===== src/rtl/pt_pkg.sv =====
// pt_pkg: trit encodings, alpha waveforms, sync lengths and FSM states for the PT2262 encoder.
package pt_pkg;
  localparam logic [1:0] PT_ZERO = 2'b00;
  localparam logic [1:0] PT_ONE = 2'b01;
  localparam logic [1:0] PT_FLOAT = 2'b10;
  localparam logic [31:0] W_ZERO = 32'hF000_F000;
  localparam logic [31:0] W_ONE = 32'hFFF0_FFF0;
  localparam logic [31:0] W_FLOAT = 32'hF000_FFF0;
  localparam int SYNC_H = 4;
  localparam int SYNC_L = 124;
  typedef enum logic [1:0] {S_IDLE, S_DATA, S_SYNC} state_e;
endpackage


===== src/rtl/pt_tick_gen.sv =====
// pt_tick_gen: CLK_DIV prescaler emitting a 1-cycle alpha tick, restartable at count 0.
module pt_tick_gen #(
  parameter int CLK_DIV = 1
) (
  input  logic clk,
  input  logic rst,
  input  logic restart,
  output logic tick
);
  localparam int W = CLK_DIV > 1 ? $clog2(CLK_DIV) : 1;
  logic [W-1:0] cnt_q;
  assign tick = cnt_q == W'(CLK_DIV - 1);
  always_ff @(posedge clk)
    if (rst || restart || tick) cnt_q <= '0;
    else cnt_q <= cnt_q + 1'b1;
endmodule


===== src/rtl/pt2262_frame_tx.sv =====
// pt2262_frame_tx: PT2262 frame encoder (trits + sync, repeated); PT_CONT_EN adds a cont input.
module pt2262_frame_tx
  import pt_pkg::*;
#(
  parameter int CLK_DIV = 1,
  parameter int N_TRITS = 12,
  parameter int REPEATS = 4
) (
  input  logic                 clk,
  input  logic                 rst,
  input  logic [2*N_TRITS-1:0] code_in,
  input  logic                 code_valid,
`ifdef PT_CONT_EN
  input  logic                 cont,
`endif
  output logic                 code_ready,
  output logic                 busy,
  output logic                 q,
  output logic                 frame_done
);
  localparam int REPS = REPEATS < 1 ? 1 : REPEATS;
  localparam int TW = N_TRITS > 1 ? $clog2(N_TRITS) : 1;
  localparam int RW = $clog2(REPS + 1);
  state_e state_q, state_d;
  logic [2*N_TRITS-1:0] word_q, word_d;
  logic [TW-1:0] trit_q, trit_d;
  logic [4:0] alpha_q, alpha_d;
  logic [6:0] sync_q, sync_d;
  logic [RW-1:0] rep_q, rep_d;
  logic q_q, q_d, busy_q, ready_q;
  logic tick, accept, last, go_on, sync_end, cont_w;
  logic [1:0] trit;
  logic [31:0] pat;
`ifdef PT_CONT_EN
  assign cont_w = cont;
`else
  assign cont_w = 1'b0;
`endif
  pt_tick_gen #(.CLK_DIV(CLK_DIV)) u_tick (.clk(clk), .rst(rst), .restart(accept), .tick(tick));
  assign code_ready = ready_q;
  assign busy = busy_q;
  assign q = q_q;
  assign accept = code_valid && ready_q;
  assign last = rep_q >= RW'(REPS - 1);
  assign go_on = cont_w || !last;
  assign sync_end = state_q == S_SYNC && tick && sync_q == 7'(SYNC_H + SYNC_L - 1);
  assign frame_done = sync_end && !go_on;
  // q is registered from the next-state view so the first alpha appears right after acceptance
  always_comb begin
    state_d = state_q;
    word_d = word_q;
    trit_d = trit_q;
    alpha_d = alpha_q;
    sync_d = sync_q;
    rep_d = rep_q;
    if (state_q == S_IDLE && accept) begin
      state_d = S_DATA;
      word_d = code_in;
      trit_d = '0;
      alpha_d = '0;
      rep_d = '0;
    end else if (state_q == S_DATA && tick) begin
      alpha_d = alpha_q + 5'd1;
      if (alpha_q == 5'd31) begin
        if (trit_q == TW'(N_TRITS - 1)) begin
          state_d = S_SYNC;
          sync_d = '0;
        end else trit_d = trit_q + 1'b1;
      end
    end else if (state_q == S_SYNC && tick) begin
      sync_d = sync_q + 7'd1;
      if (sync_end) begin
        rep_d = last ? RW'(REPS) : rep_q + 1'b1;
        state_d = go_on ? S_DATA : S_IDLE;
        trit_d = '0;
        alpha_d = '0;
      end
    end
    trit = word_d[{trit_d, 1'b0} +: 2];
    pat = trit == PT_ZERO ? W_ZERO : trit == PT_ONE ? W_ONE : W_FLOAT;
    q_d = state_d == S_DATA ? pat[5'd31 - alpha_d] : state_d == S_SYNC && sync_d < 7'(SYNC_H);
  end
  always_ff @(posedge clk)
    if (rst) begin
      state_q <= S_IDLE;
      word_q <= '0;
      trit_q <= '0;
      alpha_q <= '0;
      sync_q <= '0;
      rep_q <= '0;
      q_q <= 1'b0;
      busy_q <= 1'b0;
      ready_q <= 1'b0;
    end else begin
      state_q <= state_d;
      word_q <= word_d;
      trit_q <= trit_d;
      alpha_q <= alpha_d;
      sync_q <= sync_d;
      rep_q <= rep_d;
      q_q <= q_d;
      busy_q <= state_d != S_IDLE;
      ready_q <= state_d == S_IDLE;
    end
endmodule


===== config.mk =====
export PLATFORM = sky130hd
export DESIGN_NAME = pt2262_frame_tx
export DESIGN_NICKNAME = d
export VERILOG_FILES = /design/src/rtl/pt_pkg.sv /design/src/rtl/pt_tick_gen.sv /design/src/rtl/pt2262_frame_tx.sv
export SDC_FILE = /design/constraint.sdc
export NUM_CORES = 1
export LEC_CHECK = 0
export ABC_CLOCK_PERIOD_IN_PS = 5000
export CAP_MARGIN = 20
export CORE_ASPECT_RATIO = 0.9
export CORE_UTILIZATION = 31
export CTS_CLUSTER_DIAMETER = 50
export CTS_CLUSTER_SIZE = 40
export DETAILED_ROUTE_END_ITERATION = 10
export PLACE_DENSITY = 0.54
export REMOVE_ABC_BUFFERS = 1
export SLEW_MARGIN = 20
export SYNTH_ARGS = -nofsm -noshare
export SYNTH_HDL_FRONTEND = slang
export SYNTH_HIERARCHICAL = 1
export SYNTH_SLANG_ARGS = --single-unit

===== constraint.sdc =====
create_clock -name clk -period 5 [get_ports clk]
set_clock_uncertainty 0.1 [all_clocks]
set_input_delay 0.5 -clock clk [delete_from_list [all_inputs] [get_ports clk]]
set_output_delay 0.5 -clock clk [all_outputs]
set_load 0.02 [all_outputs]

==> results of run 1 <==
-- metrics by stage --
step,util [%],instance area [um2],std cells
after floorplan,-,2450,288
after CTS,38.7,2980,425
after global routing,38.7,2980,425
after global placement,37.6,2890,417
final,38.7,2980,425
after detailed placement,37.6,2890,417
-- metal layers --
layer,vias to the layer above,routed length [um]
li1,1135,-
met1,985,3020
met5,-,0
met2,29,2450
met4,0,97
met3,9,143
-- where the power goes --
part	total [mW]	switching, mW	internal [mW]
Combinational	0.0893	0.0457	0.0437
Sequential	0.412	0.00811	0.404
Clock	0.229	0.131	0.0973
-- worst max-delay path: stages (launching register included) --
cell	delay, ns
sky130_fd_sc_hd__dfxtp_1	0.39
sky130_fd_sc_hd__ha_1	0.18
sky130_fd_sc_hd__and3_1	0.16
sky130_fd_sc_hd__ha_1	0.21
sky130_fd_sc_hd__and4b_2	0.31
sky130_fd_sc_hd__a21boi_2	0.11
sky130_fd_sc_hd__o21ai_2	0.42
sky130_fd_sc_hd__mux2_2	0.39
sky130_fd_sc_hd__a2111oi_0	0.54
sky130_fd_sc_hd__o41ai_2	0.14
-- cell usage in the layout (no fill, tap or decap), drive strengths merged, types with 7 or more instances in the layout --
| cell type | instances |
|---|---|
| a21oi | 33 |
| clkdlybuf4s50 | 30 |
| dfxtp | 49 |
| mux2i | 8 |
| nand2 | 54 |
| nand3 | 10 |
| nand4 | 7 |
| nor2 | 25 |
| nor3 | 15 |
| o21ai | 8 |
-- flip-flops by register name, indices dropped and copies added (netlist names) --
name / flops
alpha_q: 5
busy: 1
code_ready: 1
q: 1
rep_q: 3
state_q: 2
sync_q: 7
trit_q: 4
u_tick/cnt_q: 1
word_q: 24
-- area by class of cell --
cell class                 instances  area (um2)  share of cell area, %
multi-input combinational        233        1450                   48.6
sequential                        49         981                   33.0
timing repair buffer              33         323                   10.8
tap                               96         120                   4.04
clock buffer                       6        72.6                   2.44
inverter                           6        22.5                  0.757
clock inverter                     2        10.0                  0.336
-- final timing paths --
check | start | end | slack [ns] | depth (start not counted)
max | alpha_q[0] | q | 1.94 | 9
min reg2reg | word_q[23] | word_q[23] | 0.36 | 2
min | word_q[23] | word_q[23] | 0.36 | 2
max reg2reg | alpha_q[0] | q | 1.94 | 9
==> out/summary.md, run 1 <==
- Hold Path Class: reg -> reg
- GR Overflow Total: 0
- count of hold buffers inserted by post-cts repair: 0
- standby leakage power: 1.10 nW
- floorplan row count: 30
- post-placement worst setup slack: 1.85 ns
- shortest clock period the worst path allows after layout: 3.06 ns
- setup repair after global routing missed its margin: no
- full die area: 0.00847 mm2
- Core Area: 0.00769 mm2
- floorplan die height: 87.4 um
- fill cell count: 808
- first-pass iteration count of the detailed router: 4
- highest achievable clock rate: 326 MHz
- maximum buffer depth of the clock tree: 2
- clock tree from TritonCTS: built
- Vias/cell: 5.08
- worst-skew pair later-pin latency: 0.30 ns
- status: finished, final reports clean
- count of buffers from port buffering: 30
- area added between synthesis and finish: 18.4%
- worst relative slew slack: 51.9%
- hold_ws: 0.361 ns
- PwrDens: 245 mW/mm2
- number of failing hold endpoints at the final stage: 0
- TritonCTS buffer count: 5
- Finish-stage setup viols: 0
- Mapped Avg Cell Area: 8.27 um2
- crit path capture type: flip-flop
- type of element launching the critical path: flip-flop
- sink count of the clock tree: 49
- Final Cycle Share: 61.3%
- global-route wire length before repair: 9720 um
- overall via count from detail_route: 2158
- slack of the critical path: 1.94 ns
- Global Route met3 Usage: 2.41%
- routability cong.: 0.781
- antenna fix cells: 0
- Worst Path Class, Setup: reg -> reg
- Netlist Area Pre-Place: 0.00251 mm2
- layout cells sized above 1: 9.73%
- post-CTS setup buffer count: 0
- layout net count: 361
- initial antenna violation count: 0
- max capacitance violation total: 0
- worst path required time: 5.08 ns
- number of nets with antenna violations after routing: 0
- drt total wl: 5710 um
- half-perimeter wire length after detailed placement: 3980 um
- busiest layer in global routing: met2
- met2 Resource Use GR: 20.7%
- pin count of the biggest net entering global routing: 49
- via count of the first global-routing pass: 1988
- arrival time at the worst endpoint: 3.14 ns
- setup_tns: 0 ns
- root buffer cell: sky130_fd_sc_hd__clkbuf_8
- routed len/inst: 13.4 um
- number of warnings reported in the yosys synthesis log: 6
- Synth Instances: 304
- DRC violation count after routing: 0
- IR drop worst, VDD: 0.000108 V
- Chip Width: 96.9 um
- met1 layer usage reported by global route: 20.4%
- pins over their slew limit: 0
- maximum fanout count along the critical path: 10
- slew at the pin closest to its max-slew limit: 0.722 ns
- Detailed Route Iter0 Violations: 123
- clock slew at the register clock pins of the worst setup and hold paths: 0.09 ns
- cts repair resizes: 0
- total number of H-tree levels: 2
- power consumption: 0.730 mW
- Total GRT Usage: 14.1%
- initial core utilization: 32.7%
- count of boundary I/O pins: 31
Power figures use the tool's default switching activity.
==> run 2: changes to the inputs <==
--- a/config.mk
+++ b/config.mk
@@ -5,14 +5,14 @@
 export SDC_FILE = /design/constraint.sdc
 export NUM_CORES = 1
 export LEC_CHECK = 0
-export ABC_CLOCK_PERIOD_IN_PS = 5000
+export ABC_CLOCK_PERIOD_IN_PS = 2500
 export CAP_MARGIN = 20
 export CORE_ASPECT_RATIO = 0.9
 export CORE_UTILIZATION = 31
 export CTS_CLUSTER_DIAMETER = 50
 export CTS_CLUSTER_SIZE = 40
 export DETAILED_ROUTE_END_ITERATION = 10
-export PLACE_DENSITY = 0.54
+export PLACE_DENSITY = 0.55
 export REMOVE_ABC_BUFFERS = 1
 export SLEW_MARGIN = 20
 export SYNTH_ARGS = -nofsm -noshare
==> constraint.sdc (replaced) <==
create_clock -name clk -period 2.5 [get_ports clk]
set_clock_uncertainty 0.1 [all_clocks]
set_input_delay 0.25 -clock clk [delete_from_list [all_inputs] [get_ports clk]]
set_output_delay 0.25 -clock clk [all_outputs]
set_load 0.02 [all_outputs]
==> out/summary.md, run 2 (synthesized netlist as in run 1, its figures left out) <==
- status: finished with violations
- failing checks: setup timing
- floorplan die height: 87.4 um
- post-placement cell area: 0.00313 mm2
- power consumption: 1.62 mW
- standby leakage power: 1.29 nW
- arrival time at the worst endpoint: 2.75 ns
- setup_tns: -0.132 ns
- Hold Path Class: reg -> reg
- maximum fanout count along the critical path: 5
- Vias/cell: 5.18
- initial core utilization: 32.7%
- via count of the first global-routing pass: 2121
- initial antenna violation count: 0
- TritonCTS buffer count: 5
- sink count of the clock tree: 49
- total number of H-tree levels: 2
- Final Cycle Share: 105%
- shortest clock period the worst path allows after layout: 2.63 ns
- Detailed Route Iter0 Violations: 82
- most common cell after layout, fill and taps aside: sky130_fd_sc_hd__nand2_1
- floorplan row count: 30
- Chip Width: 96.9 um
- setup repair after global routing missed its margin: yes
- CP cell instances: ha_4, and3_4, ha_4, nand4b_4, buf_6, or4_1, nand4_1, a22oi_2, a211oi_2, a211oi_2, o41ai_2
- maximum buffer depth of the clock tree: 2
- highest achievable clock rate: 380 MHz
- drt total wl: 6350 um
- worst-skew pair later-pin latency: 0.31 ns
- type of element launching the critical path: flip-flop
- Worst Path Class, Setup: reg -> reg
- instance count after placement with tap cells included: 448
- Finished Layout Cells: 458
- Finish-stage setup viols: 1
- full die area: 0.00847 mm2
- DRC violation count after routing: 0
- PwrDens: 482 mW/mm2
- GR Overflow Total: 0
- Largest register FFs: 24
- routed len/inst: 13.9 um
- number of nets with antenna violations after routing: 0
- layout cells sized above 1: 21.8%
- area added between synthesis and finish: 33.6%
- largest registers ranked by flip-flop count: word_q x24, sync_q x7, alpha_q x5
- routability cong.: 0.828
- layout net count: 394
- pin count of the biggest net entering global routing: 27
- half-perimeter wire length after detailed placement: 4630 um
- clock tree from TritonCTS: built
- Top reg by flops: word_q
- overall via count from detail_route: 2372
- clock slew at the register clock pins of the worst setup and hold paths: 0.10 ns
- global-route wire length before repair: 10500 um
- antenna fix cells: 0
- count of buffers from port buffering: 30
- IR drop worst, VDD: 0.000212 V
- root buffer cell: sky130_fd_sc_hd__clkbuf_8
- cell with the largest stage delay on the worst path: sky130_fd_sc_hd__or4_1
- max capacitance violation total: 0
- pins over their slew limit: 0
- worst path required time: 2.62 ns
- first-pass iteration count of the detailed router: 6
- crit path capture type: flip-flop
- largest stage delay on the critical path: 0.46 ns
- hold_ws: 0.361 ns
- Core Area: 0.00769 mm2
- count of hold buffers inserted by post-cts repair: 0
- post-layout instance area: 0.00336 mm2
- number of failing hold endpoints at the final stage: 0
- Total GRT Usage: 15.5%
- cell family contributing the most delay on the critical path: simple AND/OR/NAND/NOR gates
- count of boundary I/O pins: 31
- combined buffer and inverter count along the critical path: 1
- most frequent cells in the layout: 54 x sky130_fd_sc_hd__nand2_1, 47 x sky130_fd_sc_hd__dfxtp_1, 34 x sky130_fd_sc_hd__buf_4
- slack of the critical path: -0.132 ns
==> run 2: tightest hold or removal path: stages, from the launching register on <==
cell and delay, ns:
sky130_fd_sc_hd__dfxtp_1 0.32, sky130_fd_sc_hd__nand2_1 0.05, sky130_fd_sc_hd__a21oi_1 0.05
==> run 2: report_power, final <==
part | leakage (nW) | switching [mW] | internal, mW
sequential | 0.399 | 0.0171 | 0.808
clock | 0.0543 | 0.288 | 0.300
combinational | 0.838 | 0.102 | 0.105
==> run 2: worst paths after layout <==
kind | depth (start not counted) | slack, ns | endpoint | start
setup reg to reg | 11 | -0.13 | q | alpha_q[1]
hold / removal | 2 | 0.36 | word_q[23] | word_q[23]
setup / recovery | 11 | -0.13 | q | alpha_q[1]
hold reg to reg | 2 | 0.36 | word_q[23] | word_q[23]
==> run 2: final cells by class <==
| type | count | area (um2) |
|---|---|---|
| inverters | 6 | 22.5 |
| fillers | 755 | 4340 |
| repair buffers | 66 | 587 |
| clock inverters | 3 | 46.3 |
| multi-input cells | 233 | 1530 |
| well taps | 96 | 120 |
| flip-flops and latches | 49 | 983 |
| clock buffers | 5 | 68.8 |
==> run 2: per-stage QoR <==
stage,util (%),setup slack [ns]
floorplan,-,-0.226
global placement,40.7,-0.179
detailed placement,40.7,-0.347
CTS,42.7,-0.169
global route,43.7,-0.251
finish,43.7,-0.132
==> run 2: timing repair <==
item	4_1_cts	5_1_grt
setup buffers	0	2
pin swaps	4	11
resized for setup	9	17
setup endpoints to repair	2	1
hold endpoints to repair	0	0
==> run 2: metal layers <==
metal | global-route usage, % | wire length [um] | vias up | share of wire [%]
li1 | - | - | 1205 | -
met1 | 21.5 | 3200 | 1116 | 50
met2 | 25.1 | 2900 | 46 | 46
met3 | 2.57 | 182 | 5 | 2.9
met4 | 4.07 | 60 | 0 | 0.95
met5 | 0 | 0 | - | 0
